File: src/rtl/rgb_matrix_scan.sv
// rgb_matrix_scan: double-buffered 8x8 RGB frame store with row-multiplexed
// LED matrix drive and a blanking gap at the start of every row slot.
module rgb_matrix_scan #(
  parameter int ROW_DIV        = 6250,
  parameter int BLANK_CYCLES   = 16,
  parameter int ROW_ACTIVE_LOW = 0,
  parameter int COL_ACTIVE_LOW = 1
) (
  input  logic       clk,
  input  logic       rst,
  input  logic       wr_en,
  input  logic [2:0] wr_row,
  input  logic [7:0] wr_r,
  input  logic [7:0] wr_g,
  input  logic [7:0] wr_b,
  input  logic       swap_req,
  output logic       swap_pending,
  output logic       swap_done,
  output logic       frame_start,
  output logic [7:0] led_row,
  output logic [7:0] led_col_r,
  output logic [7:0] led_col_g,
  output logic [7:0] led_col_b
);

  localparam int CW = (ROW_DIV > 2) ? $clog2(ROW_DIV) : 1;
  localparam logic [CW-1:0] CNT_MAX = CW'(ROW_DIV - 1);
  localparam logic [CW-1:0] BLK_END = CW'(BLANK_CYCLES);
  localparam logic [7:0] ROW_OFF = (ROW_ACTIVE_LOW != 0) ? 8'hFF : 8'h00;
  localparam logic [7:0] COL_OFF = (COL_ACTIVE_LOW != 0) ? 8'hFF : 8'h00;

  logic [CW-1:0] cnt_q, cnt_d;
  logic [2:0]    row_q, row_d;
  logic          sel_q, sel_d;
  logic          pend_q, pend_d;
  logic          done_q, done_d;
  logic          fs_q, fs_d;
  logic [7:0]    lrow_q, lrow_d;
  logic [7:0]    lr_q, lr_d;
  logic [7:0]    lg_q, lg_d;
  logic [7:0]    lb_q, lb_d;
  logic [23:0]   fb_q [2][8];

  logic          slot_end;
  logic          swap;
  logic [23:0]   pix;

  always_comb begin
    slot_end = (cnt_q == CNT_MAX);
    swap     = slot_end && (row_q == 3'd7) && pend_q;
    cnt_d    = slot_end ? '0 : cnt_q + 1'b1;
    row_d    = slot_end ? row_q + 3'd1 : row_q;
    sel_d    = sel_q ^ swap;
    // a request on the swap edge itself arms the next swap
    pend_d   = swap ? swap_req : (pend_q | swap_req);
    done_d   = swap;
    fs_d     = (cnt_q == '0) && (row_q == 3'd0);
    pix      = fb_q[sel_q][row_q];
    lrow_d   = ROW_OFF;
    lr_d     = COL_OFF;
    lg_d     = COL_OFF;
    lb_d     = COL_OFF;
    if (cnt_q >= BLK_END) begin
      lrow_d = (8'd1 << row_q) ^ ROW_OFF;
      lr_d   = pix[23:16] ^ COL_OFF;
      lg_d   = pix[15:8] ^ COL_OFF;
      lb_d   = pix[7:0] ^ COL_OFF;
    end
  end

  always_ff @(posedge clk) begin
    if (!rst) begin
      cnt_q  <= '0;
      row_q  <= '0;
      sel_q  <= 1'b0;
      pend_q <= 1'b0;
      done_q <= 1'b0;
      fs_q   <= 1'b0;
      lrow_q <= ROW_OFF;
      lr_q   <= COL_OFF;
      lg_q   <= COL_OFF;
      lb_q   <= COL_OFF;
      for (int i = 0; i < 8; i++) begin
        fb_q[0][i] <= '0;
        fb_q[1][i] <= '0;
      end
    end else begin
      cnt_q  <= cnt_d;
      row_q  <= row_d;
      sel_q  <= sel_d;
      pend_q <= pend_d;
      done_q <= done_d;
      fs_q   <= fs_d;
      lrow_q <= lrow_d;
      lr_q   <= lr_d;
      lg_q   <= lg_d;
      lb_q   <= lb_d;
      // pre-edge back buffer; on a swap edge that is the new front
      if (wr_en) fb_q[~sel_q][wr_row] <= {wr_r, wr_g, wr_b};
    end
  end

  assign swap_pending = pend_q;
  assign swap_done    = done_q;
  assign frame_start  = fs_q;
  assign led_row      = lrow_q;
  assign led_col_r    = lr_q;
  assign led_col_g    = lg_q;
  assign led_col_b    = lb_q;

endmodule

File: config.mk
export PLATFORM = sky130hd
export DESIGN_NAME = rgb_matrix_scan
export DESIGN_NICKNAME = d
export VERILOG_FILES = /design/src/rtl/rgb_matrix_scan.sv
export SDC_FILE = /design/constraint.sdc
export NUM_CORES = 1
export LEC_CHECK = 0
export CAP_MARGIN = 20
export CORE_MARGIN = 2
export CORE_UTILIZATION = 61
export DETAILED_ROUTE_END_ITERATION = 8
export PLACE_DENSITY_LB_ADDON = 0.25
export SYNTH_ARGS = -nofsm -noshare
export SYNTH_HDL_FRONTEND = slang
export SYNTH_SLANG_ARGS = --single-unit
File: constraint.sdc
create_clock -name clk -period 4.5 [get_ports clk]
set_clock_uncertainty 0.15 [all_clocks]
set_input_delay 0.675 -clock clk [delete_from_list [all_inputs] [get_ports clk]]
set_output_delay 0.675 -clock clk [all_outputs]
set_load 0.02 [all_outputs]
# == Yosys cells after proc, flatten, opt, wreduce, memory -nomap -nowiden ==
# Memory sizes are Yosys's and may differ from the RTL's. A register that Yosys moved wholly into a read port is not among the register bits.
# Cells that the tools add are included.
# word_totals
ff_bits,52
mem_bits_rw,384
inputBits,31
output_inout_bits,35
wordCells,52
n_memories,1
# classes
n_addsub,2
magnitude_cmp,4
n_eq_ne,2
shifts,1
mux,14
bitwise,9
reduce_logical,9
# memory_table
name,words,word_bits,read_ports,rd_clocked_by_memory_dff,write_ports,line_no,source
fb_q,2,192,1,1,2,42,logic [23:0] fb_q [2][8];
# ops
operator,n
192-bit 2-to-1 mux,3
192-bit OR reduction,1
24-bit binary-select mux with 3-bit select,1
24-bit demux with 3-bit select,1
24-bit 2-to-1 mux,3
8-bit NOT,3
"13-bit by 1-bit adder with 13-bit output, second input constant",1
"13-bit == test, second input constant",1
"13-bit by 5-bit >= comparator with 1-bit output, second input constant",1
13-bit logical NOT,1
"4-bit >= comparator, second input constant",2
3-bit NOT with 4-bit output,2
"1-bit by 3-bit << shifter with 8-bit output, first input constant",1
1-bit 2-to-1 mux,6
1-bit logical AND,4
"4-bit by 1-bit less-than comparator with 1-bit output, second input constant",1
"3-bit by 1-bit adder with 3-bit output, second input constant",1
"3-bit == test, second input constant",1
3-bit logical NOT,1
1-bit NOT,2
2-bit AND reduction,1
2-bit OR reduction,1
1-bit bitwise OR,1
1-bit XOR,1

# == Longest topological paths before layout ==
# depth
word_depth,8
depth_mapped,7
depth_no_buf,6

# == Worst setup path before layout ==
# No wires, ideal clock.
# synth_timing
path_type,input to register
startpoint,in wr_row[0]
endpoint,"mem fb_q[1][120] in the netlist's numbering, enable pin"
setup_time_ps,438
arrival_time_ps,2918
required_time_ps,3912
slack_ps,993
cell_stages,3
path_buffers,1
path_cell_list,or3_1 clkbuf_1 o21ai_0
# synth_rtl
element,line_no,source
start: declaration,12,"input logic [2:0] wr_row,"
end: declaration,42,

==> summary.md <==
| Metric | Value |
|---|---|
| Core ar. | between 0.03 and 0.04 mm² |
| First-pass GRT wire length | 67.4 mm |
| GRT Total Usage | between 20% and 30% |
| Area Overhead vs Synth | 14.2% |
| Die W | between 150 and 200 µm |
| CP startpoint kind | input pin |
| Pre-antenna DRT Iters | 6 |
| Max Clock Freq | about 360 MHz |
| Reported net switching power | approximately 1.8 mW |
| Most common cell after layout, fill and taps aside | and2_1 |
| Syn_nets | approximately 1,400 |
| Vias per cell | roughly 6 |
| Post-CTS resize count | 0 |
| Crit Path Class | in2reg |
| Worst setup endpoint | fb_q[0][147] |
| Worst Setup SP | rst |
| Period utilization | ~62% |
| Die height | 182 µm |
| Layout cells sized above 1 | 18.6% |
| Clock buffer count from CTS | between 40 and 50 |
| Worst EP required | 4560 ps |
| Routed WL per cell | around 24 µm |
| Yosys cell types | 37 |
| Post-route ant nets | 0 |
| Period minus WS final | approximately 2800 ps |
| CTS sink cnt | ~440 |
| RSZ-0062 raised after global routing | false |
| # nets final | 1,421 |
| Layout Cells excl Fill | between 1,500 and 2,000 |
| Remaining Overflow, GRT | 0 |
| CTS tree | done |
| Gate power share | ~3.7% |
| Final setup violation count | 0 |
| Yosys warning count | 0 |
| Synth Cell Area | approximately 0.019 mm² |
| CTS Buffer Depth | 3 |
| Num ports | 66 |
| Arrival time at the worst endpoint | about 2900 ps |
| Iter 0 DRT Violations | about 1,100 |
| Slew headroom | approximately 42% |
| Clock network power share | 43.4% |
| Clock transition at the registers of the reported paths | about 60 ps |
| Outcome | complete, no violations |
| Largest net degree at the start of global routing | 51 |
| Fin. max-slew vios | 0 |
| Initial antenna violation count | 1 |
| Initial core utilization | between 60% and 70% |
| DRC violations left | 0 |
| R2R setup slack | roughly 2000 ps |
| Post-DP HPWL | ~26 mm |
| Cts hold-fix bufs | 0 |
| Vias | ~11,000 |
| Post-Syn Instances | roughly 1,300 |
| Max Cap Viol | 0 |
| Die area | between 0.03 and 0.04 mm² |
| Synth Register Bits | ~440 |
| Worst Setup End Kind | flip-flop |
| R2r worst-path depth | 5 |
| R2r endpoint | led_col_b[7] |
| Setup TNS | 0 ps |
| Root Driver | clkbuf_16 |
| Rows | 65 |
| Fillcell total | 2,037 |
| P_leak | 8.01 nW |
| Seq pwr share | 52.9% |
| Commonest cells after routing, fill and taps aside | 388 x and2_1, 384 x edfxtp_1, 149 x nand2_1 |
| Setup Fix Bufs, Post-CTS | 0 |
| Sequential-to-total area share from yosys stat | around 65% |
| Maximum vdd drop | about 370 µV |
| Clock latency at the later pin of the worst-skew pair | roughly 560 ps |
| Placer Congestion | between 0.8 and 0.9 |
| Worst Path Max Fanout | 25 |
| Sw Ratio | 20.5% |
| # H-tree levels | 2 |
| Final hold violation count | 0 |
| Worst hold path class | reg2reg |
| Internal | 6.88 mW |
| IO buf count | 65 |
| Final wirelength | around 44 mm |
| Syn Area/Cell | 14.6 µm² |
| Via count of the first global-routing pass | 11,200 |
| Cells after DPL | approximately 1,700 |
| Power per cell area | a little under 400 mW/mm² |
| Actual slew at the worst max-slew pin | 869 ps |
==> worst min-delay path by stage <==
stage          cells past startpoint         start        end  slack [ps]
6_report                           1      cnt_q[0]   cnt_q[0]         350
5_1_grt                            2  swap_pending  swap_done         390
4_1_cts                            1      cnt_q[0]   cnt_q[0]         360
3_5_place_dp                       1      cnt_q[0]   cnt_q[0]         340
3_3_place_gp                       1      cnt_q[0]   cnt_q[0]         330
2_1_floorplan                      1      cnt_q[0]   cnt_q[0]         310
==> flip-flops by register name (all words and copies together), names as in the netlist, named ones only <==
name          flops
row_q             3
cnt_q            13
frame_start       1
led_col_r         8
led_col_b         8
led_row           8
led_col_g         8
swap_pending      1
fb_q            384
sel_q             1
swap_done         1
==> critical path: stages <==
cell             delay [ps]
clkdlybuf4s50_1         490
buf_4                   300
nand4_1                 380
nor3_2                  210
buf_4                   290
nand2b_1                140
buf_4                   330
==> logic make-up (layout without fill, tap and decap cells) <==
kind of cell / Yosys count / in the layout / synth area share [%]
AOI/OAI and AO/OA: 40 / 40 / 1.87
xor gates and xnor gates: 12 / 12 / 0.547
adders and majority gates: 8 / 8 / 0.521
buffers and inverters: 109 / 210 / 2.42
DFF: 437 / 437 / 65.5
muxes: 98 / 98 / 11.3
other: 0 / 1 / 0
and+or+nand+nor: 614 / 614 / 17.8
==> synthesized netlist by cell type, drive strengths merged <==
| cell type | count | share of area [%] |
|---|---|---|
| clkinv | 1 | 0.020 |
| and3 | 1 | 0.059 |
| nor3b | 1 | 0.065 |
| dfxtp | 53 | 5.5 |
| inv | 9 | 0.18 |
| o21ai | 13 | 0.34 |
| ha | 8 | 0.52 |
| nand2 | 149 | 2.9 |
| nand4b | 4 | 0.18 |
| mux2i | 2 | 0.10 |
| or4 | 3 | 0.14 |
| and2 | 392 | 13 |
| mux4 | 96 | 11 |
| nor2 | 33 | 0.64 |
| nand2b | 7 | 0.23 |
| nor4 | 5 | 0.24 |
| edfxtp | 384 | 60 |
| or3 | 2 | 0.091 |
| xor2 | 2 | 0.091 |
| buf | 17 | 0.62 |
| xnor2 | 10 | 0.46 |
| nor3 | 7 | 0.18 |
| nand4 | 3 | 0.098 |
| a21oi | 3 | 0.078 |
| nand3 | 7 | 0.18 |
| a22oi | 24 | 1.5 |
| clkbuf | 82 | 1.6 |
==> layout make-up <==
type | count | area [µm²] | area share [%]
Inverter | 10 | 37.5 | 0.171
Clock buffer | 55 | 1190 | 5.43
Clock inverter | 29 | 314 | 1.43
Timing Repair Buffer | 116 | 1070 | 4.88
Tap cell | 402 | 503 | 2.29
Antenna cell | 1 | 2.50 | 0.0114
Sequential cell | 437 | 12600 | 57.4
Multi-Input combinational cell | 772 | 6240 | 28.4
==> per-stage QoR <==
stage	power, mW	hold slack [ps]	worst slack (ps)	util (%)	cell area (µm²)
floorplan	4.82	306	993	-	19200
global placement	4.97	326	1210	65.3	20400
detailed placement	4.99	339	1170	65.3	20400
CTS	8.70	356	1720	70.1	21900
global route	8.90	386	1590	70.1	22000
finish	8.66	351	1710	70.1	22000
==> power groups by stage <==
stage | Sequential [mW] | Clock, mW | Combinational [mW]
global route | 4.59 | 3.96 | 0.345
global placement | 4.66 | 0 | 0.316
detailed placement | 4.67 | 0 | 0.322
floorplan | 4.66 | 0 | 0.162
CTS | 4.58 | 3.80 | 0.324
finish | 4.58 | 3.75 | 0.324
==> per-layer routing <==
layer  vias up  share of wire (%)  wire length, µm  track usage, %
met5         -                  0                0               0
met4         0                2.7             1190            8.36
met3        92                8.4             3710            4.13
met2       479                 50            21900            45.8
met1      5552                 39            17200            38.5
li1       4840                  -                -               -
No activity file was read; power rests on OpenSTA's default activity.
